File: src/rtl/display_pkg.sv
// Shared seven-segment constants for the display path.
// All glyphs are active-low {g,f,e,d,c,b,a}.
package display_pkg;

   localparam logic [6:0] SEG_BLANK = 7'h7F;
   localparam logic [6:0] SEG_MINUS = 7'h3F;
   localparam logic [6:0] SEG_E     = 7'h06;

   // Entry k is the glyph for decimal digit k.
   localparam logic [9:0][6:0] DIGIT_GLYPH = {
      7'h10, 7'h00, 7'h78, 7'h02, 7'h12,
      7'h19, 7'h30, 7'h24, 7'h79, 7'h40
   };

endpackage

File: src/rtl/seg7_decode.sv
// Nibble to active-low seven-segment glyph; nibbles 10-15 render as 'E'.
module seg7_decode
   import display_pkg::*;
(
   input  logic [3:0] i_nibble,
   output logic [6:0] o_seg
);

   always_comb begin
      if (i_nibble > 4'd9) o_seg = SEG_E;
      else                 o_seg = DIGIT_GLYPH[i_nibble];
   end

endmodule

File: src/rtl/bcd_display_scan.sv
// Time-multiplexed BCD display driver with frame-aligned commit,
// leading-zero blanking and sign placement.
module bcd_display_scan
   import display_pkg::*;
#(
   parameter int unsigned DIGITS      = 8,
   parameter int unsigned REFRESH_DIV = 50000
) (
   input  logic                  clk,
   input  logic                  rst,
   input  logic [4*DIGITS-1:0]   bcd,
   input  logic                  neg,
   input  logic                  load,
   input  logic                  blank_en,
   output logic [DIGITS-1:0]     an,
   output logic [6:0]            seg,
   output logic                  err
);

   localparam int unsigned CW = (REFRESH_DIV > 1) ? $clog2(REFRESH_DIV) : 1;
   localparam int unsigned IW = $clog2(DIGITS);

   logic [CW-1:0]         r_cnt;
   logic [IW-1:0]         r_idx;
   logic [4*DIGITS-1:0]   r_pend_bcd;
   logic                  r_pend_neg;
   logic                  r_pend_valid;
   logic [4*DIGITS-1:0]   r_act_bcd;
   logic                  r_act_neg;
   logic                  r_act_blank;
   logic [DIGITS-1:0]     r_an;
   logic [6:0]            r_seg;
   logic                  r_err;

   logic                  w_tc;
   logic                  w_frame;
   logic [IW-1:0]         w_msd;
   logic                  w_inv;
   logic                  w_top_zero;
   logic [3:0]            w_nib;
   logic [6:0]            w_dec;
   logic [6:0]            w_glyph;
   logic                  w_err;
   logic                  w_above;
   logic                  w_next;

   assign w_tc    = (r_cnt == CW'(REFRESH_DIV - 1));
   assign w_frame = w_tc && (r_idx == IW'(DIGITS - 1));

   // msd is the highest non-zero nibble; invalid nibbles count as non-zero.
   always_comb begin
      w_msd = '0;
      w_inv = 1'b0;
      for (int k = 0; k < DIGITS; k++) begin
         if (r_act_bcd[4*k +: 4] != 4'd0) w_msd = IW'(k);
         if (r_act_bcd[4*k +: 4] > 4'd9)  w_inv = 1'b1;
      end
   end

   assign w_top_zero = (r_act_bcd[4*DIGITS-1 -: 4] == 4'd0);
   assign w_nib      = r_act_bcd[4*r_idx +: 4];
   assign w_above    = (r_idx > w_msd);
   assign w_next     = ((IW+1)'(r_idx) == ((IW+1)'(w_msd) + (IW+1)'(1)));

   seg7_decode u_decode (
      .i_nibble (w_nib),
      .o_seg    (w_dec)
   );

   always_comb begin
      w_glyph = w_dec;
      if (w_nib <= 4'd9) begin
         if (r_act_blank && w_above) begin
            w_glyph = (r_act_neg && w_next) ? SEG_MINUS : SEG_BLANK;
         end else if (!r_act_blank && r_act_neg && (r_idx == IW'(DIGITS - 1)) && w_top_zero) begin
            w_glyph = SEG_MINUS;
         end
      end
   end

   assign w_err = w_inv |
                  (r_act_neg & ((w_msd == IW'(DIGITS - 1)) | (!r_act_blank & !w_top_zero)));

   always_ff @(posedge clk or posedge rst) begin
      if (rst) begin
         r_cnt        <= '0;
         r_idx        <= '0;
         r_pend_bcd   <= '0;
         r_pend_neg   <= 1'b0;
         r_pend_valid <= 1'b0;
         r_act_bcd    <= '0;
         r_act_neg    <= 1'b0;
         r_act_blank  <= 1'b0;
         r_an         <= '1;
         r_seg        <= SEG_BLANK;
         r_err        <= 1'b0;
      end else begin
         r_cnt <= w_tc ? '0 : r_cnt + 1'b1;
         if (w_tc) r_idx <= (r_idx == IW'(DIGITS - 1)) ? '0 : r_idx + 1'b1;

         // A load landing on the boundary bypasses pending entirely.
         if (load && w_frame) begin
            r_act_bcd    <= bcd;
            r_act_neg    <= neg;
            r_act_blank  <= blank_en;
            r_pend_valid <= 1'b0;
         end else if (load) begin
            r_pend_bcd   <= bcd;
            r_pend_neg   <= neg;
            r_pend_valid <= 1'b1;
         end else if (w_frame && r_pend_valid) begin
            r_act_bcd    <= r_pend_bcd;
            r_act_neg    <= r_pend_neg;
            r_act_blank  <= blank_en;
            r_pend_valid <= 1'b0;
         end

         r_an  <= ~(DIGITS'(1) << r_idx);
         r_seg <= w_glyph;
         r_err <= w_err;
      end
   end

   assign an  = r_an;
   assign seg = r_seg;
   assign err = r_err;

endmodule

File: config.mk
export PLATFORM = sky130hd
export DESIGN_NAME = bcd_display_scan
export DESIGN_NICKNAME = d
export VERILOG_FILES = /design/src/rtl/display_pkg.sv /design/src/rtl/seg7_decode.sv /design/src/rtl/bcd_display_scan.sv
export SDC_FILE = /design/constraint.sdc
export NUM_CORES = 1
export LEC_CHECK = 0
export BUFFER_PORTS_ARGS = -buffer_cell sky130_fd_sc_hd__clkbuf_2
export CORE_AREA = 2 2 79 137
export CTS_CLUSTER_DIAMETER = 60
export DETAILED_ROUTE_END_ITERATION = 7
export DIE_AREA = 0 0 81 139
export MAX_ROUTING_LAYER = met4
export PLACE_DENSITY_LB_ADDON = 0.3
export SYNTH_ARGS = -nofsm -noshare
export SYNTH_HDL_FRONTEND = slang
export SYNTH_SLANG_ARGS = --single-unit
File: constraint.sdc
create_clock -name clk -period 6.3 [get_ports clk]
set_input_delay 1.26 -clock clk [delete_from_list [all_inputs] [get_ports clk]]
set_output_delay 1.26 -clock clk [all_outputs]
set_load 0.05 [all_outputs]
# Yosys cells after proc, flatten, opt, wreduce, memory -nomap -nowiden
# Memory sizes are Yosys's and may differ from the RTL's.
# Index checks and enable logic that the tools add are counted.
[word_totals]
regBits = 103
memories = 1
input_bits = 37
rom_bits = 112
out_inout_bits = 16
[memory_table]
columns = ["name", "words", "word_bits", "rd", "rd_clocked_by_memory_dff", "wr", "line", "source"]
rows = [
  ["(no name shown)", 16, 7, 1, 0, 0, "seg7_decode.sv:11", "else o_seg = DIGIT_GLYPH[i_nibble];"],
]
[op_classes]
eq_ne = 5
shift = 2
mux = 35
n_addsub = 3
n_lt_le_gt_ge = 12
n_bitwise = 6
reduce_logical = 22
[op_table]
columns = ["operator", "count"]
rows = [
  ["32-bit two-way mux", 3],
  ["7-bit two-way mux", 6],
  ["4-bit > comparator, second input constant", 9],
  ["32-bit by 6-bit variable part select with 4-bit output", 1],
  ["4-bit nonzero test", 7],
  ["3-bit two-way mux", 7],
  ["1-bit two-way mux", 18],
  ["16-bit by 1-bit adder with 16-bit output, second input constant", 1],
  ["16-bit == test, second input constant", 1],
  ["16-bit two-way mux", 1],
  ["1-bit logical AND", 8],
  ["8-bit inverter", 1],
  ["1-bit by 3-bit << shifter with 8-bit output, first input constant", 1],
  ["3-bit == test, second input constant", 2],
  ["4-bit by 5-bit < comparator with 1-bit output, second input constant", 1],
  ["3-bit by 1-bit adder with 4-bit output, second input constant", 1],
  ["3-bit by 4-bit == test with 1-bit output", 1],
  ["4-bit less-or-equal comparator, second input constant", 1],
  ["4-bit logical NOT", 1],
  ["2-bit AND reduction", 2],
  ["3-bit by 1-bit adder with 3-bit output, second input constant", 1],
  ["3-bit > comparator", 1],
  ["3-bit nonzero test", 1],
  ["1-bit AND", 2],
  ["other kinds (5)", 7],
]

# Depth between registers and ports, before layout
[depth]
word_depth = 14
ltp_mapped = 11
mapped_depth_nobuf = 11

# By module
# A second synthesis with hierarchy kept.
[unflattened]
hier_cells = 439
hier_area_um2 = 4862.2
[modules_own_cells]
columns = ["mod", "seq_area_each_um2", "area_each_um2", "cells_per_inst", "n_inst"]
rows = [
  ["bcd_display_scan", 2596.2, 4682.0, 412, 1],
  ["seg7_decode", 0.0, 180.2, 27, 1],
]

# Least setup slack after synthesis
# OpenSTA, ideal clock, no wires.
[synth_timing]
path_type = "register -> register"
start = "reg r_idx[0]"
end = "reg r_seg[2] (netlist: seg[2])"
arrival_time_ns = 2.423
period_less_slack_ns = 2.488
slack_ns = 3.812
path_stages_with_launch = 10
path_buffers = 1
required_ns = 6.235
path_cell_list = "dfrtp_1 buf_2 mux4_2 mux2i_1 inv_1 ha_1 or2_2 nor2b_1 nor2_1 a311o_1"
[synth_between]
elab_chain_len = 7
[synth_lines]
columns = ["element", "line", "source"]
rows = [
  ["start, declared", "bcd_display_scan.sv:24", "logic [IW-1:0] r_idx;"],
  ["start signal, assigned", "bcd_display_scan.sv:99", "if (w_tc) r_idx <= (r_idx == IW'(DIGITS - 1)) ? '0 : r_idx + 1'b1;"],
  ["32-bit by 6-bit variable part select with 4-bit output", "bcd_display_scan.sv:61", "assign w_nib = r_act_bcd[4*r_idx +: 4];"],
  ["memory 16 x 7 bit", "--", ""],
  ["7-bit two-way mux (implied by the code)", "seg7_decode.sv:11", ""],
  ["7-bit two-way mux", "seg7_decode.sv:10", "if (i_nibble > 4'd9) o_seg = SEG_E;"],
  ["7-bit two-way mux", "bcd_display_scan.sv:75", "end else if (!r_act_blank && r_act_neg && (r_idx == IW'(DIGITS - 1)) && w_top_zero) begin"],
  ["7-bit two-way mux", "bcd_display_scan.sv:73", "if (r_act_blank && w_above) begin"],
  ["7-bit two-way mux (*)", "bcd_display_scan.sv:72", "if (w_nib <= 4'd9) begin"],
  ["via w_glyph[2]", "bcd_display_scan.sv:42", "logic [6:0] w_glyph;"],
  ["end signal, assigned", "bcd_display_scan.sv:119", "r_seg <= w_glyph;"],
  ["end, declared", "bcd_display_scan.sv:32", "logic [6:0] r_seg;"],
]
# Mark *: on every way through the listed nets, which the timed path passes. The rest lies on a longest branch. The select of a mux whose other input is x is not followed.
# A chain may end at the register's enable or synchronous reset.

# Final worst setup path
[layout_timing]
start = "reg r_cnt[7]"
end = "reg r_act_bcd[9]"
[layout_between]
elab_chain_len = 5
[layout_lines]
columns = ["element", "line", "source"]
rows = [
  ["start, declared", "bcd_display_scan.sv:23", "logic [CW-1:0] r_cnt;"],
  ["start signal, assigned", "bcd_display_scan.sv:98", "r_cnt <= w_tc ? '0 : r_cnt + 1'b1;"],
  ["16-bit == test (*)", "bcd_display_scan.sv:47", "assign w_tc = (r_cnt == CW'(REFRESH_DIV - 1));"],
  ["1-bit logical AND (*)", "bcd_display_scan.sv:48", "assign w_frame = w_tc && (r_idx == IW'(DIGITS - 1));"],
  ["1-bit logical AND (on tied branches)", "bcd_display_scan.sv:102, bcd_display_scan.sv:111", ""],
  ["2-bit by 1-bit inequality test with 1-bit output (no source line) or 2-bit nonzero test (tied branches)", "--", ""],
  ["2-bit AND reduction (no source line)", "--", ""],
  ["end signal, assigned", "bcd_display_scan.sv:112", "r_act_bcd <= r_pend_bcd;"],
  ["end, declared", "bcd_display_scan.sv:28", "logic [4*DIGITS-1:0] r_act_bcd;"],
]
# Mark *: on every way between the ends. The rest lies on a longest branch, timed or not.

==> flow_metrics.py <==
metrics = {
    "status": {
        "status": "finished, final reports clean",
    },
    "logic_synthesis": {
        "synthAdderAreaFrac_pct": 4.36,
        "ys_seq_area_share_pct": 53.3,
        "yosys_register_bits": 103,
        "synth_area_leaders": "dfrtp_1 45%, dfstp_2 8.1%, mux2_2 6.0%",
        "synth_top_family_by_area": "multiplexers",
        "synthMuxAreaShare_pct": 12.8,
        "synth-edff-count": 0,
        "ys_types": 42,
        "synth-simple-area-share_pct": 10.9,
        "yosysWarnings": 0,
        "syn_nets": 481,
        "avgSynthCellArea_sq_um": 11.4,
        "synth_top_area_share_pct": 45.2,
        "synthFlopType": "dfrtp_1",
        "synthXorXnorAreaFrac_pct": 2.52,
        "synthesis.instances": 427,
        "synth_compound_area_share_pct": 12.3,
        "syn_area_sq_mm": 0.00487,
        "synth_area_leader_cell": "dfrtp_1",
        "async_reset_ff_share_pct": 100,
    },
    "detailed_routing": {
        "antenna_left": 0,
        "drcViolationCount": 0,
        "drtIter0Drc": 122,
        "route.met2.wl_um": 5140,
        "wire_per_inst_um": 15.6,
        "routed.top_layer": "met4",
        "met3WireLength_um": 271,
        "routed-via-count": 3374,
        "m1WireLength_um": 3680,
        "firstDrtPassIters": 4,
        "routed_via_density": 5.59,
        "wl_um": 9420,
    },
    "worst_setup_path": {
        "critPathSlowestCell": "and3_1",
        "cp_max_fo": 33,
        "start_kind": "register",
        "end_kind": "register",
        "worstPathArrival_ns": 3.68,
        "path_class": "reg -> reg",
        "cp.required_ns": 6.57,
        "crit_chain": "or4b_4 -> nor4_4 -> and3_1 -> o22ai_1 -> o21ai_1",
        "critical-path-max-stage-delay_ns": 1.03,
    },
    "timing": {
        "period_needed_ns": 3.40,
        "tightest_slew_ns": 1.15,
        "hold_viol": 0,
        "relSlewSlack_pct": 23.6,
        "fmax_mhz": 294,
        "final.setup.tns_ns": 0,
        "finalSetupViolations": 0,
        "drv_slew": 0,
        "fin_crit_sh_pct": 54.0,
        "rsz0062_at_grt": "false",
        "finalWorstSetupSlack_ns": 2.90,
        "finClkSkew_ns": 0.0107,
    },
    "cts": {
        "post_cts_buffers": 0,
        "cts_sinks": 103,
        "clockBufferDepth": 2,
        "cts_tree": "yes",
        "cts_resized": 0,
        "htree_levels": 3,
        "cts.reportedPaths.clkPinSlew_ns": 0.07,
        "cts-root-buf": "clkbuf_16",
        "cts_hold_buf": 0,
        "numCtsBuffers": 9,
        "clk_latency_ns": 0.35,
    },
    "die": {
        "chipWidth_um": 81,
        "ios": 53,
        "dieArea_sq_mm": 0.0113,
        "rows": 49,
        "fp.dieH_um": 139,
        "coreArea_sq_mm": 0.0102,
        "start_util_pct": 47.9,
    },
    "run": {
        "drv_cap": 0,
    },
    "global_route": {
        "grt_pass1_wl_um": 15800,
        "grt_max_degree": 68,
        "grt_overflow_total": 0,
        "track_usage_pct": 18.5,
        "grt_pass1_vias": 3446,
        "antenna_found_initial": 0,
    },
    "layout": {
        "fin_util_pct": 54.0,
        "syn2layout_area_growth_pct": 12.8,
        "n_antenna_cell": 0,
        "final_cell_mix": "88 x dfrtp_1, 52 x nand2_1, 52 x clkbuf_2",
        "layout_commonest_cell": "dfrtp_1",
        "nets": 526,
        "layout-drive-gt1-share_pct": 26.6,
    },
    "placement": {
        "io_buffers": 52,
        "place_ws_ns": 2.89,
        "routabilityCongestion": 0.831,
        "dp_hpwl_um": 6860,
    },
    "pwr": {
        "total_power_mw": 1.32,
        "p_leak_nw": 2.50,
        "peakVddDrop_v": 0.000164,
        "cellPowerDensity_mw_per_mm2": 241,
    },
    "min_path": {
        "hold_class": "reg -> reg",
    },
}
registers in the layout, indices dropped and copies added (netlist names):
signal / flops
err: 1
r_pend_neg: 1
r_act_bcd: 32
r_idx: 3
r_pend_valid: 1
r_pend_bcd: 32
seg: 7
an: 8
r_act_blank: 1
r_cnt: 16
r_act_neg: 1
per-stage QoR:
step	instances	area, sq um	hold WS, ns
after floorplan	427	4870	0.451
after global placement	588	5190	0.466
after detailed placement	588	5190	0.482
after CTS	604	5500	0.498
after global routing	604	5500	0.502
final	604	5500	0.493
Yosys cell counts, drive strengths merged (3+ instances only):
master  count
nor2       18
nor3        3
xnor2       3
clkbuf      8
xor2       11
dfrtp      88
buf        12
o21ai      51
nand4       5
mux2i       5
ha         17
nand2      53
nor4        7
a21oi       6
o22ai      33
nor2b       3
dfstp      15
mux2       35
mux4        8
a221oi      3
inv        15
nand3       8
layout make-up:
cell class,count,area [sq um]
multi-input combinational,288,2100
inverter,16,62.6
fill,916,4680
clock inverter,7,81.3
sequential,103,2600
timing repair buffer,54,275
clock buffer,9,225
tap,127,159
per-layer routing:
layer / global-route usage [%] / vias to the layer above
li1: - / 1634
met1: 20.0 / 1649
met2: 31.8 / 67
met3: 2.93 / 24
met4: 9.72 / 0
met5: - / -
kinds of logic (layout without fill, tap and decap cells):
kind of cell,Yosys count,in the layout
buffers and inverters,36,86
flip-flops,103,103
AND/OR/NAND/NOR,107,107
multiplexers,48,48
adder cells (fa/ha/maj),17,17
AO/OA/AOI/OAI,102,102
XOR/XNOR,14,14
worst paths after layout:
check                                            from                          to  slack [ns]  depth (start not counted)
hold / removal             r_pend_bcd[24]$_DFFE_PP0P_  r_pend_bcd[24]$_DFFE_PP0P_        0.49                          1
hold reg to reg            r_pend_bcd[24]$_DFFE_PP0P_  r_pend_bcd[24]$_DFFE_PP0P_        0.49                          1
max in group asynchronous                         rst   r_pend_bcd[1]$_DFFE_PP0P_        4.20                          3
setup / recovery                   r_cnt[7]$_DFF_PP0_    r_act_bcd[9]$_DFFE_PP0P_        2.90                          5
setup reg to reg                   r_cnt[7]$_DFF_PP0_    r_act_bcd[9]$_DFFE_PP0P_        2.90                          5
min in group asynchronous                         rst          r_cnt[0]$_DFF_PP0_        0.90                          2
critical path: cells and delay by family, from the launching register on:
family             cells  cell delay [ns]
and+or+nand+nor        3             2.41
AOI/OAI and AO/OA      2             0.48
DFF                    1             0.41
report_power, final:
group          switching [mW]  internal [mW]
sequential             0.0104          0.683
clock                   0.248          0.312
combinational          0.0379         0.0335
total                   0.296           1.03
(Power assumes the default switching activity.)
